`src/rtl/fft_128_reorder_if.sv`:
```
// Stream interface between the FFT controller output and the reorder stage.
// The master side drives din/din_valid; the slave side drives the reordered stream and status.
interface fft_128_reorder_if #(
   parameter int N_LOG2 = 7,
   parameter int DATA_W = 32
);
   logic [DATA_W-1:0] din;
   logic              din_valid;
   logic [DATA_W-1:0] dout;
   logic              dout_valid;
   logic [N_LOG2-1:0] dout_index;
   logic              frame_done;
   logic              busy;
   logic              drop_err;

   modport master (
      output din,
      output din_valid,
      input  dout,
      input  dout_valid,
      input  dout_index,
      input  frame_done,
      input  busy,
      input  drop_err
   );

   modport slave (
      input  din,
      input  din_valid,
      output dout,
      output dout_valid,
      output dout_index,
      output frame_done,
      output busy,
      output drop_err
   );
endinterface

```
`src/rtl/fft_128_reorder.sv`:
```
// Captures one bit-reversed FFT frame and replays it in natural bin order.
// Optional build macro FFT_REORDER_SHIFT_EN selects fftshift output order (bins N/2..N-1 first).
module fft_128_reorder #(
   parameter int N_LOG2 = 7,
   parameter int DATA_W = 32
) (
   input logic              clk,
   input logic              rst,
   fft_128_reorder_if.slave bus
);

   localparam int N = 1 << N_LOG2;
   localparam logic [N_LOG2-1:0] CNT_LAST   = {N_LOG2{1'b1}};
   localparam logic [N_LOG2-1:0] CNT_ONE    = {{(N_LOG2-1){1'b0}}, 1'b1};
   localparam logic [N_LOG2-1:0] CNT_ZERO   = {N_LOG2{1'b0}};
   localparam logic [N_LOG2-1:0] SHIFT_MASK = {1'b1, {(N_LOG2-1){1'b0}}};
   localparam logic [DATA_W-1:0] DATA_ZERO  = {DATA_W{1'b0}};

   typedef enum logic [0:0] {
      ST_FILL  = 1'b0,
      ST_DRAIN = 1'b1
   } state_t;

   function automatic logic [N_LOG2-1:0] bitrev(input logic [N_LOG2-1:0] a);
      logic [N_LOG2-1:0] r;
      for (int i = 0; i < N_LOG2; i++) begin
         r[i] = a[N_LOG2-1-i];
      end
      return r;
   endfunction

   logic [DATA_W-1:0] mem_r [N];

   state_t            state_r;
   state_t            state_s;
   logic [N_LOG2-1:0] wr_cnt_r;
   logic [N_LOG2-1:0] wr_cnt_s;
   logic [N_LOG2-1:0] rd_cnt_r;
   logic [N_LOG2-1:0] rd_cnt_s;
   logic [N_LOG2-1:0] wr_addr_s;
   logic [N_LOG2-1:0] rd_addr_s;
   logic              wr_en_s;
   logic              rd_en_s;
   logic              drop_s;
   logic              last_rd_s;

   logic [DATA_W-1:0] rd_data_r;
   logic              dout_valid_r;
   logic [N_LOG2-1:0] dout_index_r;
   logic              frame_done_r;
   logic              busy_r;
   logic              drop_err_r;

   // Next-state, counter and strobe decode for the fill/drain sequencer.
   always_comb begin
      state_s   = state_r;
      wr_cnt_s  = wr_cnt_r;
      rd_cnt_s  = rd_cnt_r;
      wr_en_s   = 1'b0;
      rd_en_s   = 1'b0;
      drop_s    = 1'b0;
      last_rd_s = 1'b0;
      wr_addr_s = bitrev(wr_cnt_r);
`ifdef FFT_REORDER_SHIFT_EN
      rd_addr_s = rd_cnt_r ^ SHIFT_MASK;
`else
      rd_addr_s = rd_cnt_r;
`endif
      case (state_r)
         ST_FILL: begin
            if (bus.din_valid) begin
               wr_en_s  = 1'b1;
               wr_cnt_s = wr_cnt_r + CNT_ONE;
               if (wr_cnt_r == CNT_LAST) begin
                  state_s = ST_DRAIN;
               end else begin
                  state_s = ST_FILL;
               end
            end else begin
               state_s = ST_FILL;
            end
         end
         ST_DRAIN: begin
            rd_en_s  = 1'b1;
            rd_cnt_s = rd_cnt_r + CNT_ONE;
            drop_s   = bus.din_valid;
            if (rd_cnt_r == CNT_LAST) begin
               last_rd_s = 1'b1;
               state_s   = ST_FILL;
            end else begin
               state_s = ST_DRAIN;
            end
         end
         default: begin
            state_s  = ST_FILL;
            wr_cnt_s = CNT_ZERO;
            rd_cnt_s = CNT_ZERO;
         end
      endcase
   end

   // Sequencer state and frame counters.
   always_ff @(posedge clk) begin
      if (rst) begin
         state_r  <= ST_FILL;
         wr_cnt_r <= CNT_ZERO;
         rd_cnt_r <= CNT_ZERO;
      end else begin
         state_r  <= state_s;
         wr_cnt_r <= wr_cnt_s;
         rd_cnt_r <= rd_cnt_s;
      end
   end

   // Frame buffer write port; contents are deliberately left unreset so it maps to block RAM.
   always_ff @(posedge clk) begin
      if (wr_en_s && !rst) begin
         mem_r[wr_addr_s] <= bus.din;
      end
   end

   // Registered read port; the output register clears when idle so dout reads 0 outside bursts.
   always_ff @(posedge clk) begin
      if (rst) begin
         rd_data_r <= DATA_ZERO;
      end else if (rd_en_s) begin
         rd_data_r <= mem_r[rd_addr_s];
      end else begin
         rd_data_r <= DATA_ZERO;
      end
   end

   // Output qualifiers aligned with the read data, plus sticky overrun flag.
   always_ff @(posedge clk) begin
      if (rst) begin
         dout_valid_r <= 1'b0;
         dout_index_r <= CNT_ZERO;
         frame_done_r <= 1'b0;
         busy_r       <= 1'b0;
         drop_err_r   <= 1'b0;
      end else begin
         dout_valid_r <= rd_en_s;
         dout_index_r <= rd_en_s ? rd_addr_s : CNT_ZERO;
         frame_done_r <= last_rd_s;
         busy_r       <= (state_s == ST_DRAIN);
         drop_err_r   <= drop_err_r | drop_s;
      end
   end

   assign bus.dout       = rd_data_r;
   assign bus.dout_valid = dout_valid_r;
   assign bus.dout_index = dout_index_r;
   assign bus.frame_done = frame_done_r;
   assign bus.busy       = busy_r;
   assign bus.drop_err   = drop_err_r;

endmodule

```
`src/flat_wrapper.sv`:
```
// flat-port wrapper written by rule: the top's interface ports become plain ports
module fft_128_reorder_flat 
#(
   parameter int N_LOG2 = 7,
   parameter int DATA_W = 32
)
  (clk, rst, bus_din, bus_din_valid, bus_dout, bus_dout_valid, bus_dout_index, bus_frame_done, bus_busy, bus_drop_err);
  fft_128_reorder_if #(.N_LOG2(N_LOG2), .DATA_W(DATA_W)) bus_i ();
  input logic clk;
  input logic rst;
  input wire logic [$bits(bus_i.din)-1:0] bus_din;
  input wire logic [$bits(bus_i.din_valid)-1:0] bus_din_valid;
  output wire logic [$bits(bus_i.dout)-1:0] bus_dout;
  output wire logic [$bits(bus_i.dout_valid)-1:0] bus_dout_valid;
  output wire logic [$bits(bus_i.dout_index)-1:0] bus_dout_index;
  output wire logic [$bits(bus_i.frame_done)-1:0] bus_frame_done;
  output wire logic [$bits(bus_i.busy)-1:0] bus_busy;
  output wire logic [$bits(bus_i.drop_err)-1:0] bus_drop_err;
  assign bus_i.din = bus_din;
  assign bus_i.din_valid = bus_din_valid;
  assign bus_dout = bus_i.dout;
  assign bus_dout_valid = bus_i.dout_valid;
  assign bus_dout_index = bus_i.dout_index;
  assign bus_frame_done = bus_i.frame_done;
  assign bus_busy = bus_i.busy;
  assign bus_drop_err = bus_i.drop_err;
  fft_128_reorder #(.N_LOG2(N_LOG2), .DATA_W(DATA_W)) u_core (.clk(clk), .rst(rst), .bus(bus_i));
endmodule
```
`config.mk`:
```
export PLATFORM = sky130hd
export DESIGN_NAME = fft_128_reorder_flat
export DESIGN_NICKNAME = d
export VERILOG_FILES = /design/src/rtl/fft_128_reorder_if.sv /design/src/rtl/fft_128_reorder.sv /design/src/flat_wrapper.sv
export SDC_FILE = /design/constraint.sdc
export NUM_CORES = 2
export LEC_CHECK = 0
export BUFFER_PORTS_ARGS = -buffer_cell sky130_fd_sc_hd__clkbuf_2
export CORE_ASPECT_RATIO = 1.4
export CORE_MARGIN = 2
export CORE_UTILIZATION = 40
export DETAILED_ROUTE_END_ITERATION = 12
export GPL_TIMING_DRIVEN = 0
export PLACE_DENSITY = 0.5
export REMOVE_ABC_BUFFERS = 1
export SYNTH_ARGS = -nofsm -noshare
export SYNTH_HDL_FRONTEND = slang
export SYNTH_SLANG_ARGS = --single-unit
```
`constraint.sdc`:
```
create_clock -name clk -period 4.2 [get_ports clk]
set_input_delay 1.05 -clock clk [delete_from_list [all_inputs] [get_ports clk]]
set_output_delay 1.05 -clock clk [all_outputs]
set_load 0.05 [all_outputs]
```
==> results.cfg <==
[critical_path]
crit_path_cell_trace = buf_16 > buf_16 > buf_16 > inv_6 > buf_16 > mux4_2 > o211ai_1 > nand4_1
critPathSlowestCell = nand4_1
path_class = reg2reg
slowest_delay_ns = 0.77
startpoint_type = flop
end_kind = flop
path_max_fanout = 42
cp.arrival_ns = 5.09
worstPathRequired_ns = 4.83
cpMostUsedCell = buf_16

[clock_tree]
hold_buffers = 0
cts_sinks = 4153
cts_tree = yes
worst_skew_pair.late_latency_ns = 1.01
cts_buffers = 401
htree_levels = 5
root_buffer = clkbuf_16
clk_pin_slew_ns = 0.07
clockBufferDepth = 4

[route]
wl_per_cell_um = 37.0
drt-initial-drc-count = 8976
drt_pre_antenna_iters = 8
vias = 78000
viasPerCell = 5.89
ant_nets = 0
wirelength_mm = 490
drcViolationCount = 0

[timing]
setup_ws_ns = -0.257
fmax_mhz = 224
fin_setup_tns_ns = -0.430
min_period_ns = 4.46
tightest_slew_ns = 1.44
fin_crit_sh_pct = 106
slew_violations = 0
skew_ns = 0.0518
relSlewSlack_pct = 2.76
final_hold_viol_count = 0
setup_violations = 3

[global_routing]
grt_max_degree = 129
grt_pass1_vias = 79600
grt.total_usage_pct = 24.1
grt_pass1_wl_mm = 664
antenna_found_initial = 36
overflow = 0

[placed_design]
io_buffers = 77
place_ws_ns = -1.98
routabilityCongestion = 0.769
dp_hpwl_mm = 306

[final_layout]
regArea_um2 = 124000
fillers = 32600
multi_input_area_um2 = 33100
area_growth_pct = 17.1
drive_gt1_share_pct = 26.2
num-nets-final = 7680

[floorplan]
die_width_um = 535
ios = 78
core_area_um2 = 394000
initial_core_util_pct = 40.1
die_height_um = 748
dieArea_um2 = 400000
row_count = 273

[job]
cap_violations = 0

[logic_synthesis]
synth_ff_type = edfxtp_1
postSynthCellCount = 7209
synth-async-reset-ratio_pct = 0
synth-edff-count = 4096
avgSynthCellArea_um2 = 21.9
synth_warnings = 0
ys_types = 61
ys_seq_area_share_pct = 78.6
netlist_area_um2 = 158000
ys_seq_elements = 4153

[status]
status = finished, violations left
violations = setup timing

[pwr]
p_leak_nw = 54.7
p_total_mw = 82.8
power_density_nw_per_um2 = 448
vdd_drop_max_mv = 0.369

[min_path]
hp-class = in2reg
-- cells in the final DEF (no fill, tap or decap), drive strengths merged, types with 34 or more instances in the layout --
| cell type | count |
|---|---|
| o21ai | 81 |
| mux4 | 800 |
| bufinv | 38 |
| o211ai | 43 |
| nand3 | 45 |
| diode | 34 |
| a211oi | 50 |
| dfxtp | 57 |
| nor2 | 203 |
| a22oi | 244 |
| buf | 337 |
| o22ai | 137 |
| nand2 | 94 |
| a21oi | 125 |
| clkinv | 185 |
| mux2i | 543 |
| edfxtp | 4096 |
| clkbuf | 575 |
-- Yosys cell counts, types with 3 or more instances --
cell | instances | area (um2)
edfxtp_1 | 4096 | 123000
mux4_2 | 795 | 17900
mux2i_1 | 543 | 5440
a22oi_1 | 244 | 1830
nor2_1 | 203 | 762
o22ai_1 | 137 | 857
a21oi_1 | 125 | 626
buf_2 | 125 | 626
buf_4 | 119 | 893
clkbuf_1 | 106 | 398
nand2_1 | 94 | 353
o21ai_0 | 81 | 405
dfxtp_1 | 57 | 1140
a211oi_1 | 50 | 375
nand3_1 | 45 | 225
o211ai_1 | 43 | 323
mux2_2 | 33 | 372
nor4_1 | 33 | 206
buf_6 | 30 | 338
a221oi_1 | 20 | 175
nor2b_1 | 20 | 125
buf_1 | 19 | 71.3
o221ai_1 | 19 | 166
nor3_1 | 18 | 90.1
a22o_1 | 15 | 131
and2_1 | 12 | 75.1
or4_1 | 11 | 82.6
o2111ai_1 | 10 | 87.6
nand2b_1 | 9 | 56.3
or3_1 | 8 | 50.1
a2111oi_0 | 7 | 61.3
nand4_1 | 7 | 43.8
o22a_1 | 7 | 61.3
a32oi_1 | 6 | 52.6
a31oi_1 | 5 | 31.3
ha_1 | 5 | 62.6
inv_1 | 5 | 18.8
mux4_1 | 5 | 131
a211o_1 | 4 | 35.0
a221o_1 | 4 | 40.0
xnor2_1 | 4 | 35.0
xor2_1 | 4 | 35.0
nand3b_1 | 3 | 22.5
or2_2 | 3 | 18.8
-- state kept, by name (all words and copies together), names as in the netlist --
signal,cells
u_core.mem_r,4096
u_core.bus.dout,32
u_core.bus.dout_index,7
u_core.bus.drop_err,1
u_core.bus.dout_valid,1
u_core.rd_addr_s,7
u_core.bus.frame_done,1
u_core.bus.busy,1
u_core.wr_cnt_r,7
-- per-stage QoR --
step / instances / cell area [um2] / util (%) / hold WS [ns]
2_1_floorplan: 6808 / 156000 / - / 0.461
3_3_place_gp: 12100 / 163000 / 41.2 / 0.468
3_5_place_dp: 12400 / 171000 / 43.4 / 0.468
4_1_cts: 13200 / 185000 / 46.9 / 0.188
5_1_grt: 13200 / 185000 / 46.9 / 0.234
6_report: 13200 / 185000 / 46.9 / 0.296
-- critical path, delay by kind of cell (launching register included) --
family          cells  cell delay, ns
simple gates        1            0.77
compound gates      1            0.68
flops               1            0.36
buf+inv             5            1.35
mux                 1            0.65
-- path summary, 6_finish.rpt --
check,from,to,slack [ns],depth (start not counted)
setup / recovery,u_core.rd_addr_s[0],u_core.bus.dout[31],-0.26,8
hold / removal,bus_din[7],u_core.mem_r[34][7],0.30,1
setup reg to reg,u_core.rd_addr_s[0],u_core.bus.dout[31],-0.26,8
hold reg to reg,u_core.bus.drop_err,u_core.bus.drop_err,0.48,2
-- layer usage --
| layer | GRT usage (%) | routed length [um] | vias up |
|---|---|---|---|
| met4 | 9.80 | 22300 | 10 |
| met5 | 0 | 56 | - |
| li1 | - | - | 31500 |
| met2 | 41.5 | 249000 | 2801 |
| met3 | 3.36 | 28900 | 681 |
| met1 | 30.8 | 189000 | 43000 |
-- cell type report --
class	count	share of cell area, %
flip-flops and latches	4153	67.1
multi-input cells	2648	17.9
clock buffers	493	5.69
repair buffers	428	4.33
well taps	5225	3.53
clock inverters	248	1.34
diodes	34	0.0460
inverters	8	0.0298
-- cells by family after synthesis --
| kind of cell | count (synthesis) | share of synthesized area, % |
|---|---|---|
| flops | 4153 | 78.6 |
| mux | 1376 | 15.1 |
| compound gates | 783 | 3.36 |
| simple gates | 475 | 1.39 |
| buf+inv | 409 | 1.51 |
| xor+xnor | 8 | 0.0443 |
| fa+ha+maj | 5 | 0.0396 |
-- power breakdown --
group          switching, mW  internal, mW  leakage [nW]
sequential            0.0102          45.5          37.3
clock                   16.0          20.3          6.36
combinational          0.833         0.162          11.0
total                   16.9          65.9          54.7
-- timing repair --
item | CTS | global route
pin swaps | 8 | 2
setup buffers | 26 | 2
setup endpoints to repair | 32 | 6
gates resized for setup | 62 | 4
gates cloned | 8 | 5
(Power assumes the default switching activity.)
